File: config.mk
export PLATFORM = sky130hd
export DESIGN_NAME = rc4_encryptor
export DESIGN_NICKNAME = d
export VERILOG_FILES = /design/src/rtl/rc4_encryptor.sv
export SDC_FILE = /design/constraint.sdc
export NUM_CORES = 1
export LEC_CHECK = 0
export CORE_AREA = 2 2 107 109
export CTS_CLUSTER_DIAMETER = 80
export CTS_CLUSTER_SIZE = 14
export DETAILED_ROUTE_END_ITERATION = 8
export DIE_AREA = 0 0 109 111
export PLACE_DENSITY = 0.9
export SETUP_SLACK_MARGIN = 0.15
export SLEW_MARGIN = 20
export SYNTH_ARGS = -nofsm -noshare
export SYNTH_HDL_FRONTEND = slang
export SYNTH_SLANG_ARGS = --single-unit
File: constraint.sdc
create_clock -name clk -period 4.9 [get_ports clk]
set_input_delay 0.49 -clock clk [delete_from_list [all_inputs] [get_ports clk]]
set_output_delay 0.49 -clock clk [all_outputs]
set_load 0.01 [all_outputs]
File: src/rtl/rc4_encryptor.sv
// RC4 encryptor core: key schedule (KSA) and keystream generation (PRGA) on an
// external single-port 256x8 S RAM. Plaintext comes from an external ROM and
// ciphertext goes to an external RAM. All memories have 1-cycle read latency.
// Ports:
//   clk, reset_n      clock and asynchronous active-low reset
//   start, key        run request (sampled in IDLE) and key, byte 0 in the MSBs
//   sAddr/sIn/sWren   S RAM address / write data / write enable; sOut read data
//   pAddr/pOut        plaintext ROM address / read data
//   cAddr/cIn/cWren   ciphertext RAM address / write data / write enable
//   busy, done        run in progress; one-cycle completion pulse
module rc4_encryptor #(
  parameter int unsigned RAM_WIDTH          = 8,
  parameter int unsigned RAM_LENGTH         = 8,
  parameter int unsigned KEY_LENGTH         = 3,
  parameter int unsigned MESSAGE_LENGTH     = 32,
  parameter int unsigned MESSAGE_LOG_LENGTH = 5
) (
  input  logic                               clk,
  input  logic                               reset_n,
  input  logic                               start,
  input  logic [KEY_LENGTH*RAM_WIDTH-1:0]    key,
  output logic [RAM_LENGTH-1:0]              sAddr,
  output logic [RAM_WIDTH-1:0]               sIn,
  output logic                               sWren,
  input  logic [RAM_WIDTH-1:0]               sOut,
  output logic [MESSAGE_LOG_LENGTH-1:0]      pAddr,
  input  logic [RAM_WIDTH-1:0]               pOut,
  output logic [MESSAGE_LOG_LENGTH-1:0]      cAddr,
  output logic [RAM_WIDTH-1:0]               cIn,
  output logic                               cWren,
  output logic                               busy,
  output logic                               done
);

  localparam int unsigned KW  = KEY_LENGTH * RAM_WIDTH;
  localparam int unsigned KIW = (KEY_LENGTH > 1) ? $clog2(KEY_LENGTH) : 1;
  localparam int unsigned KCW = MESSAGE_LOG_LENGTH + 1;
  localparam int unsigned PW  = 4;
  localparam logic [PW-1:0] KSA_LAST  = PW'(5);
  localparam logic [PW-1:0] PRGA_LAST = PW'(8);

  typedef enum logic [2:0] {IDLE, INIT, KSA, PRGA, FIN} state_t;

  state_t                        state_q, state_d;
  logic [KW-1:0]                 key_q, key_d;
  logic [RAM_LENGTH-1:0]         i_q, i_d, j_q, j_d;
  logic [KCW-1:0]                k_q, k_d;
  logic [KIW-1:0]                kidx_q, kidx_d;
  logic [PW-1:0]                 ph_q, ph_d;
  logic [RAM_WIDTH-1:0]          si_q, si_d, sj_q, sj_d;
  logic [RAM_LENGTH-1:0]         saddr_q, saddr_d;
  logic [RAM_WIDTH-1:0]          sin_q, sin_d;
  logic                          swren_q, swren_d;
  logic [MESSAGE_LOG_LENGTH-1:0] paddr_q, paddr_d, caddr_q, caddr_d;
  logic [RAM_WIDTH-1:0]          cin_q, cin_d;
  logic                          cwren_q, cwren_d;
  logic                          busy_q, busy_d, done_q, done_d;
  logic [RAM_WIDTH-1:0]          key_byte_c;
  logic [RAM_LENGTH-1:0]         j_ksa_c, j_prga_c;

  // key byte selected by the running i mod KEY_LENGTH counter
  always_comb begin
    key_byte_c = '0;
    for (int unsigned b = 0; b < KEY_LENGTH; b++) begin
      if (kidx_q == KIW'(b)) key_byte_c = key_q[KW-1-b*RAM_WIDTH -: RAM_WIDTH];
    end
  end

  assign j_ksa_c  = j_q + RAM_LENGTH'(sOut) + RAM_LENGTH'(key_byte_c);
  assign j_prga_c = j_q + RAM_LENGTH'(sOut);

  // state and registered outputs
  always_ff @(posedge clk or negedge reset_n) begin
    if (!reset_n) begin
      state_q <= IDLE;
      key_q   <= '0;
      i_q     <= '0;
      j_q     <= '0;
      k_q     <= '0;
      kidx_q  <= '0;
      ph_q    <= '0;
      si_q    <= '0;
      sj_q    <= '0;
      saddr_q <= '0;
      sin_q   <= '0;
      swren_q <= 1'b0;
      paddr_q <= '0;
      caddr_q <= '0;
      cin_q   <= '0;
      cwren_q <= 1'b0;
      busy_q  <= 1'b0;
      done_q  <= 1'b0;
    end else begin
      state_q <= state_d;
      key_q   <= key_d;
      i_q     <= i_d;
      j_q     <= j_d;
      k_q     <= k_d;
      kidx_q  <= kidx_d;
      ph_q    <= ph_d;
      si_q    <= si_d;
      sj_q    <= sj_d;
      saddr_q <= saddr_d;
      sin_q   <= sin_d;
      swren_q <= swren_d;
      paddr_q <= paddr_d;
      caddr_q <= caddr_d;
      cin_q   <= cin_d;
      cwren_q <= cwren_d;
      busy_q  <= busy_d;
      done_q  <= done_d;
    end
  end

  // next-state: each step registers the memory request it issues; reads are
  // consumed two steps later (address register + RAM latency)
  always_comb begin
    state_d = state_q;
    key_d   = key_q;
    i_d     = i_q;
    j_d     = j_q;
    k_d     = k_q;
    kidx_d  = kidx_q;
    ph_d    = ph_q;
    si_d    = si_q;
    sj_d    = sj_q;
    saddr_d = saddr_q;
    sin_d   = sin_q;
    swren_d = 1'b0;
    paddr_d = paddr_q;
    caddr_d = caddr_q;
    cin_d   = cin_q;
    cwren_d = 1'b0;
    busy_d  = busy_q;
    done_d  = 1'b0;

    case (state_q)
      IDLE: begin
        if (start) begin
          key_d   = key;
          i_d     = '0;
          j_d     = '0;
          k_d     = '0;
          kidx_d  = '0;
          ph_d    = '0;
          busy_d  = 1'b1;
          state_d = INIT;
        end
      end

      INIT: begin
        saddr_d = i_q;
        sin_d   = RAM_WIDTH'(i_q);
        swren_d = 1'b1;
        i_d     = i_q + 1'b1;
        if (i_q == '1) state_d = KSA;
      end

      KSA: begin
        ph_d = ph_q + 1'b1;
        case (ph_q)
          PW'(0): saddr_d = i_q;
          PW'(2): begin
            si_d    = sOut;
            j_d     = j_ksa_c;
            saddr_d = j_ksa_c;
          end
          PW'(4): begin
            sj_d    = sOut;
            saddr_d = i_q;
            sin_d   = sOut;
            swren_d = 1'b1;
          end
          KSA_LAST: begin
            saddr_d = j_q;
            sin_d   = si_q;
            swren_d = 1'b1;
            i_d     = i_q + 1'b1;
            kidx_d  = (kidx_q == KIW'(KEY_LENGTH - 1)) ? '0 : kidx_q + 1'b1;
            ph_d    = '0;
            if (i_q == '1) begin
              j_d     = '0;
              state_d = PRGA;
            end
          end
          default: ;
        endcase
      end

      PRGA: begin
        ph_d = ph_q + 1'b1;
        case (ph_q)
          PW'(0): begin
            i_d     = i_q + 1'b1;
            saddr_d = i_q + 1'b1;
          end
          PW'(2): begin
            si_d    = sOut;
            j_d     = j_prga_c;
            saddr_d = j_prga_c;
          end
          PW'(4): begin
            sj_d    = sOut;
            saddr_d = i_q;
            sin_d   = sOut;
            swren_d = 1'b1;
          end
          PW'(5): begin
            saddr_d = j_q;
            sin_d   = si_q;
            swren_d = 1'b1;
          end
          PW'(6): begin
            saddr_d = RAM_LENGTH'(si_q) + RAM_LENGTH'(sj_q);
            paddr_d = k_q[MESSAGE_LOG_LENGTH-1:0];
          end
          PRGA_LAST: begin
            caddr_d = k_q[MESSAGE_LOG_LENGTH-1:0];
            cin_d   = sOut ^ pOut;
            cwren_d = 1'b1;
            k_d     = k_q + 1'b1;
            ph_d    = '0;
            if (k_q == KCW'(MESSAGE_LENGTH - 1)) state_d = FIN;
          end
          default: ;
        endcase
      end

      FIN: begin
        done_d  = 1'b1;
        busy_d  = 1'b0;
        state_d = IDLE;
      end

      default: state_d = IDLE;
    endcase
  end

  assign sAddr = saddr_q;
  assign sIn   = sin_q;
  assign sWren = swren_q;
  assign pAddr = paddr_q;
  assign cAddr = caddr_q;
  assign cIn   = cin_q;
  assign cWren = cwren_q;
  assign busy  = busy_q;
  assign done  = done_q;

endmodule

* After elaboration in Yosys (flattened, before gate mapping) *
Index checks and enable logic that the tools add are counted.

word-level totals
  flip-flop bits (word level) = 109
  logic and storage cells = 120
  output and inout port bits = 38
  input bits = 43

operators by class
  $add $sub $neg = 7
  equal/unequal tests = 26
  bitwise gates (word level) = 1
  mux-type cells = 41
  reduce and logical (&&, ||, !) cells = 27

operators with widths
  operator                                                               number
  8-bit one-hot mux with 3 select lines                                  3
  8-bit 2-to-1 mux                                                       8
  8-bit one-hot mux with 2 select lines                                  3
  8-bit one-hot mux with 5 select lines                                  1
  8-bit one-hot mux with 4 select lines                                  1
  8-bit adder                                                            3
  3-bit 2-to-1 mux                                                       6
  2-bit AND reduction                                                    8
  4-bit by 3-bit equality test with 1-bit output, second input constant  3
  4-bit 2-to-1 mux                                                       3
  6-bit 2-to-1 mux                                                       2
  2-bit != test, second input constant                                   6
  3-bit one-hot mux with 4 select lines                                  1
  4-bit one-hot mux with 3 select lines                                  1
  6-bit one-hot mux with 2 select lines                                  1
  3-bit AND reduction                                                    3
  8-bit by 1-bit adder with 8-bit output, second input constant          1
  8-bit equality test, second input constant                             1
  2-bit nonzero test                                                     4
  8-bit XOR                                                              1
  6-bit by 1-bit adder with 6-bit output, second input constant          1
  3-bit by 2-bit equality test with 1-bit output, second input constant  2
  6-bit by 5-bit equality test with 1-bit output, second input constant  1
  2-bit 2-to-1 mux                                                       3
  other kinds (25)                                                       35

* Logic depth before layout (Yosys ltp) *
Gate-level depths: netlist (run 1).

  depth after elaboration = 7
  mapped depth = 13
  depth with buffers taken out = 12

* Worst setup path after synthesis (run 1) *
No wires, ideal clock.

  path type = in2reg
  start = input sOut[0]
  end = register j_q[7]
  setup slack = 1676 ps
  buffers on the path = 0
  arrival = 3140 ps
  library setup time = 84 ps
  data required time = 4816 ps
  stages on the path = 12
  path through = ha_1 fa_1 a21o_1 a21oi_1 xnor2_1 ha_1 a21oi_1 o21ai_2 o31ai_4 xnor2_1 or4_4 a41oi_2

on the way
  cells in the longest elaborated chain, start to end = 4
  elaborated cells between the ends (all ways) = 5
  those cells by class = 2 x add/sub; 3 x mux

ends and longest elaborated chain
  item                                     RTL line  text
  start: declaration                       25        input logic [RAM_WIDTH-1:0] sOut,
  8-bit adder *                            69, 70
  8-bit adder                              69        assign j_ksa_c = j_q + RAM_LENGTH'(sOut) + RAM_LENGTH'(key_byte_c);
  8-bit one-hot mux with 2 select lines    161       case (ph_q)
  8-bit one-hot mux with 3 select lines *  137       case (state_q)
  end signal: assignment                   97        j_q <= j_d;
  end: declaration                         46        logic [RAM_LENGTH-1:0] i_q, i_d, j_q, j_d;

Mark *: on every way between the ends. The rest lies on a longest branch, timed or not. The select of a mux whose other input is x is not followed.
A chain may end at the register's enable or synchronous reset.

* Worst setup path in the final report (run 1) *
Same ends and word-level chain as after synthesis.

==> flow_metrics.py, run 1 <==
metrics = {
    "critical_path": {
        "cp_data_arrival_time_ns": 4.05,
        "cp-end-kind": "register",
        "max_stage_delay_ns": 0.54,
        "crit_required_ns": 5.18,
        "cp-start-kind": "input port",
        "crit_buf_inv": 1,
        "cp_max_fo": 5,
        "path_cells": "clkdlybuf4s50_1, ha_1, fa_1, a21o_1, a21oi_1, xnor2_1, ha_1, a21oi_1, o21ai_2, o31ai_4, xnor2_1, or4_4, a41oi_2",
        "critPathTopFamily": "adder cells",
        "path_class": "in -> reg",
        "cpMaxStageDelayCell": "clkdlybuf4s50_1",
    },
    "clock_tree": {
        "clock-root-buffer": "clkbuf_16",
        "h-tree-depth": 3,
        "max-clock-path-buffers": 2,
        "cts_buffers": 9,
        "post_cts_buffers": 0,
        "cts_tree": "yes",
        "cts.sinks": 109,
        "cts_hold_buffers": 0,
        "cts.reportedPaths.clkPinSlew_ns": 0.07,
        "cts_resized": 0,
        "clock_latency_ns": 0.37,
    },
    "final_layout": {
        "final_util": 0.692,
        "num-fill-cells": 807,
        "drive_gt1_frac": 0.149,
        "final_cell_count_no_fill": 855,
        "num_antenna_cells": 0,
        "fin_nets": 781,
        "area_growth_pct": 17.6,
    },
    "status": {
        "status": "finished, final reports clean",
    },
    "synth": {
        "synth_common_cells": "109 x dfrtp_1, 59 x mux2_2, 56 x nand2_1",
        "synth_flop_cell": "dfrtp_1",
        "syn-num-nets": 718,
        "yosys.area.top_type_share": 0.418,
        "synth-seq-area-share": 0.418,
        "avgSynthCellArea_um2": 10.1,
        "synth_async_sr_flop_share": 1.00,
        "syn_area_um2": 6520,
        "synth_top_area_cell": "dfrtp_1",
        "synth_edf_count": 0,
        "syn_inst": 645,
        "synth_most_common_cell": "dfrtp_1",
        "yosys-top-cells-area": "dfrtp_1 42%, mux2_2 10%, ha_1 5.2%, nand2_1 3.2%, o21ai_0 2.8%",
        "synth-seq-cells": 109,
        "ys_warn_count": 0,
        "yosysUniqueCellTypes": 74,
    },
    "power_and_ir_drop": {
        "power_density_nw_per_um2": 315,
        "power_mw": 2.41,
        "p_leak_nw": 3.23,
        "vdd_drop_max_v": 0.000369,
    },
    "placed_design": {
        "gp_congestion": 0.983,
        "hpwl_mm": 13.0,
        "dp_cells": 840,
        "dpl_worst_slack_ns": 0.841,
        "portBuffers": 80,
    },
    "sta": {
        "rsz0062_at_grt": "false",
        "fin_setup_tns_ns": 0,
        "hold_viol": 0,
        "period_minus_slack_ns": 3.77,
        "finalCritPeriodShare": 0.770,
        "clock_skew_ns": 0.0145,
        "worst_pin_slew_ns": 0.965,
        "relSlewSlack": 0.356,
        "setup_viol": 0,
        "layout_setup_ws_ns": 1.13,
        "fmax_mhz": 265,
        "slew_viol_final": 0,
    },
    "flow_run": {
        "cap_violations": 0,
    },
    "die": {
        "start_util": 0.589,
        "ioPinCount": 81,
        "rows": 39,
        "coreArea_um2": 11100,
        "die_height_um": 111,
        "die_width_um": 109,
        "die_area_um2": 12100,
    },
    "grt": {
        "grt.overflow.total": 0,
        "grt_pass1_vias": 5478,
        "grt_max_degree": 61,
        "antenna_found_initial": 0,
        "grt_pass1_wl_mm": 28.7,
        "track_usage": 0.309,
    },
    "drt": {
        "detail_route.wl_per_cell_um": 21.0,
        "viasPerCell": 6.44,
        "finalWirelength_mm": 17.9,
        "drt_iter0_drc": 613,
        "num_vias": 5506,
        "dr.pass1.iters": 7,
        "post-route-drc-count": 0,
        "antenna_left": 0,
    },
    "min_path": {
        "hold_class": "in -> async",
    },
}
[through the flow]
step           hold WS, ns  area [um^2]
2_1_floorplan        0.194         6520
3_3_place_gp         0.462         7390
3_5_place_dp         0.469         7390
4_1_cts              0.191         7670
5_1_grt              0.203         7670
6_report             0.156         7670
[state kept, by name, summed over array words and instances (netlist names)]
name     flops
key_q       24
cIn          8
i_q          8
j_q          8
sAddr        8
sIn          8
si_q         8
sj_q         8
k_q          6
cAddr        5
pAddr        5
ph_q         4
state_q      3
kidx_q       2
busy         1
cWren        1
done         1
sWren        1
[final timing paths]
| check | from | endpoint | cells after the start | slack, ns |
|---|---|---|---|---|
| setup / recovery | sOut[0] | j_q[7] | 13 | 1.13 |
| hold / removal | reset_n | ph_q[0] | 1 | 0.16 |
| setup reg to reg | j_q[0] | j_q[7] | 12 | 1.40 |
| hold reg to reg | busy | busy | 1 | 0.48 |
| max in group asynchronous | reset_n | sj_q[7] | 2 | 3.52 |
| min in group clk | busy | busy | 1 | 0.48 |
[cells by family after synthesis]
logic type | synth area share
compound gates | 0.188
xor+xnor | 0.0443
fa+ha+maj | 0.0610
buf+inv | 0.0355
flops | 0.418
mux | 0.125
simple gates | 0.127
[worst register-to-register path, stage by stage (launching register included)]
cell,delay [ns]
dfrtp_1,0.46
ha_1,0.26
fa_1,0.45
a21o_1,0.19
a21oi_1,0.20
xnor2_1,0.21
ha_1,0.33
a21oi_1,0.18
o21ai_2,0.11
o31ai_4,0.19
xnor2_1,0.16
or4_4,0.50
a41oi_2,0.19
[power by group]
group | switching [mW] | internal [mW] | total (mW) | leakage (nW)
Combinational | 0.284 | 0.298 | 0.582 | 1.73
Sequential | 0.126 | 0.995 | 1.12 | 1.36
Clock | 0.357 | 0.353 | 0.711 | 0.141
Total | 0.767 | 1.65 | 2.41 | 3.23
[area by class of cell]
type | instances | area, um^2 | share of cell area
Multi-Input combinational cell | 484 | 3570 | 0.465
Clock inverter | 6 | 58.8 | 0.00767
Inverter | 18 | 67.6 | 0.00881
Clock buffer | 9 | 225 | 0.0294
Sequential cell | 109 | 2730 | 0.356
Tap cell | 143 | 179 | 0.0233
Timing Repair Buffer | 86 | 843 | 0.110
[metal layers]
metal  vias to the layer above  track usage  part of all wire
li1                       2471            -                 -
met1                      2683        0.411              0.40
met2                       296        0.497              0.48
met3                        56       0.0841             0.089
met4                         0       0.0829             0.023
met5                         -            0                 0
[cell usage in the layout, fill, tap and decap left out, drive strengths merged, types with 5 or more instances in the layout]
cell,n
o211ai,10
a22oi,9
o22ai,6
inv,20
xnor2,20
nor2,50
buf,7
a221oi,5
ha,27
o21ai,43
nor3,11
a22o,5
or2,6
a31oi,11
nand2,57
a211oi,5
nor3b,5
clkbuf,9
nor2b,12
mux2i,15
dfrtp,109
a21o,5
nand3,11
mux2,59
o31ai,9
xor2,13
a21oi,35
clkdlybuf4s50,79
(Power assumes the default switching activity.)
==> run 2: changes to the inputs <==
--- a/config.mk
+++ b/config.mk
@@ -5,12 +5,12 @@
 export SDC_FILE = /design/constraint.sdc
 export NUM_CORES = 1
 export LEC_CHECK = 0
-export CORE_AREA = 2 2 107 109
+export CORE_AREA = 2 2 111 113
 export CTS_CLUSTER_DIAMETER = 80
 export CTS_CLUSTER_SIZE = 14
 export DETAILED_ROUTE_END_ITERATION = 8
-export DIE_AREA = 0 0 109 111
-export PLACE_DENSITY = 0.9
+export DIE_AREA = 0 0 113 115
+export PLACE_DENSITY = 0.85
 export SETUP_SLACK_MARGIN = 0.15
 export SLEW_MARGIN = 20
 export SYNTH_ARGS = -nofsm -noshare
==> constraint.sdc (replaced) <==
create_clock -name clk -period 3.8 [get_ports clk]
set_input_delay 0.38 -clock clk [delete_from_list [all_inputs] [get_ports clk]]
set_output_delay 0.38 -clock clk [all_outputs]
set_load 0.01 [all_outputs]
==> flow_metrics.py, run 2 (synthesis results as in run 1) <==
metrics = {
    "status": {
        "status": "finished, violations left",
        "violations": "DRC",
    },
    "clock_tree": {
        "cts_buffers": 9,
        "cts.reportedPaths.clkPinSlew_ns": 0.08,
        "cts_tree": "yes",
        "max-clock-path-buffers": 2,
        "clock-root-buffer": "clkbuf_16",
        "cts.sinks": 109,
        "h-tree-depth": 3,
        "clock_latency_ns": 0.37,
    },
    "drt": {
        "finalWirelength_mm": 18.9,
        "dr.pass1.iters": 9,
        "antenna_left": 0,
        "drt_iter0_drc": 829,
        "post-route-drc-count": 1,
        "viasPerCell": 6.34,
        "num_vias": 5539,
        "detail_route.wl_per_cell_um": 21.6,
    },
    "final_layout": {
        "area_growth_pct": 19.8,
        "layout_common_cells": "109 x dfrtp_1, 79 x clkdlybuf4s50_1, 59 x mux2_2",
        "regMostFlops": "key_q",
        "num-fill-cells": 924,
        "final_common_cell": "dfrtp_1",
        "fin_area_um2": 7810,
        "num_antenna_cells": 0,
        "register_area_um2": 2730,
        "multiInputGateArea_um2": 3570,
        "largest_reg_flops": 24,
        "drive_gt1_frac": 0.164,
        "fin_nets": 795,
    },
    "die": {
        "die_height_um": 115,
        "start_util": 0.552,
        "die_width_um": 113,
        "coreArea_um2": 11800,
        "die_area_um2": 13000,
        "ioPinCount": 81,
        "rows": 40,
    },
    "power_and_ir_drop": {
        "p_leak_nw": 3.31,
        "vdd_drop_max_v": 0.000331,
        "power_density_nw_per_um2": 412,
    },
    "critical_path": {
        "cp-end-kind": "register",
        "cp-start-kind": "register",
        "worstSetupEndpoint": "j_q[7]",
        "reg2reg_from": "j_q[0]",
        "max_stage_delay_ns": 0.49,
        "worstRegToRegCells": 12,
        "crit_buf_inv": 0,
        "path_cells": "ha_1, fa_1, a21o_1, a21oi_1, xnor2_1, ha_1, a21oi_1, o21ai_2, o31ai_4, xnor2_1, or4_4, a41oi_2",
        "crit_start": "j_q[0]",
        "path_depth": 12,
        "critPathTopFamily": "compound AO/OA/AOI/OAI gates",
        "r2r-end": "j_q[7]",
        "crit_required_ns": 4.09,
        "path_class": "reg -> reg",
        "cpMaxStageDelayCell": "or4_4",
        "rrSetupSlack_ns": 0.36,
        "cp_data_arrival_time_ns": 3.73,
        "cp_max_fo": 4,
    },
    "grt": {
        "grt.overflow.total": 0,
        "antenna_found_initial": 0,
        "grt_pass1_wl_mm": 30.6,
        "grt_max_degree": 46,
        "track_usage": 0.305,
        "grt_pass1_vias": 5556,
    },
    "placed_design": {
        "gp_congestion": 0.976,
        "portBuffers": 80,
        "dpl_worst_slack_ns": 0.0476,
        "place_area_um2": 7490,
        "hpwl_mm": 14.0,
    },
    "sta": {
        "period_minus_slack_ns": 3.44,
        "relSlewSlack": 0.496,
        "hold_viol": 0,
        "worst_pin_slew_ns": 0.753,
        "clock_skew_ns": 0.0126,
        "layout_setup_ws_ns": 0.360,
        "fin_setup_tns_ns": 0,
        "fmax_mhz": 291,
        "finalCritPeriodShare": 0.905,
        "slew_viol_final": 0,
        "setup_viol": 0,
        "rsz0062_at_grt": "false",
    },
    "min_path": {
        "hold_class": "reg -> reg",
    },
    "flow_run": {
        "cap_violations": 0,
    },
}
==> run 2: how the worst min path moves through the flow <==
stage                        from    to  slack, ns  cells past startpoint
after global placement    reset_n  done       0.37                      1
after global routing         busy  busy       0.49                      1
after CTS                    busy  busy       0.48                      1
final                        busy  busy       0.48                      1
after floorplan           reset_n  busy       0.08                      0
after detailed placement  reset_n  done       0.38                      1
==> run 2: timing repair <==
| item | CTS | global route |
|---|---|---|
| hold buffers | 1 | 0 |
| gates resized for setup | 0 | 0 |
| setup endpoints to repair | 0 | 0 |
| endpoints found under the hold margin | 20 | 0 |
| buffers inserted | 0 | 0 |
==> run 2: worst reg2reg max path, stage by stage (launching register included) <==
cell,delay (ns)
dfrtp_1,0.47
ha_1,0.26
fa_1,0.43
a21o_1,0.20
a21oi_1,0.18
xnor2_1,0.17
ha_1,0.32
a21oi_1,0.22
o21ai_2,0.12
o31ai_4,0.21
xnor2_1,0.12
or4_4,0.49
a41oi_2,0.18
==> run 2: routing by layer <==
metal	GRT usage	vias up	wire [um]
li1	-	2516	-
met1	0.406	2763	7950
met2	0.499	227	9170
met3	0.0817	33	1410
met4	0.0829	0	339
met5	0	-	0
==> run 2: through the flow <==
| stage | std cells | utilization | total power [mW] | hold WS, ns |
|---|---|---|---|---|
| after floorplan | 645 | - | 1.86 | 0.0844 |
| after global placement | 857 | 0.634 | 2.20 | 0.371 |
| after detailed placement | 857 | 0.634 | 2.22 | 0.376 |
| after CTS | 874 | 0.661 | 3.22 | 0.480 |
| after global routing | 874 | 0.661 | 3.36 | 0.495 |
| final | 874 | 0.661 | 3.22 | 0.478 |
==> run 2: area by class of cell <==
cell class / instances / area share
Tap cell: 147 / 0.0236
Timing Repair Buffer: 100 / 0.122
Sequential cell: 109 / 0.349
Multi-Input combinational cell: 484 / 0.457
Clock inverter: 6 / 0.0104
Clock buffer: 10 / 0.0293
Inverter: 18 / 0.00865
==> run 2: where the power goes <==
part           internal [mW]  switching, mW  leakage (nW)  total (mW)
Sequential              1.28          0.169          1.36        1.45
Combinational          0.397          0.376          1.80       0.773
Clock                  0.526          0.465         0.151       0.991
Total                   2.21           1.01          3.31        3.22
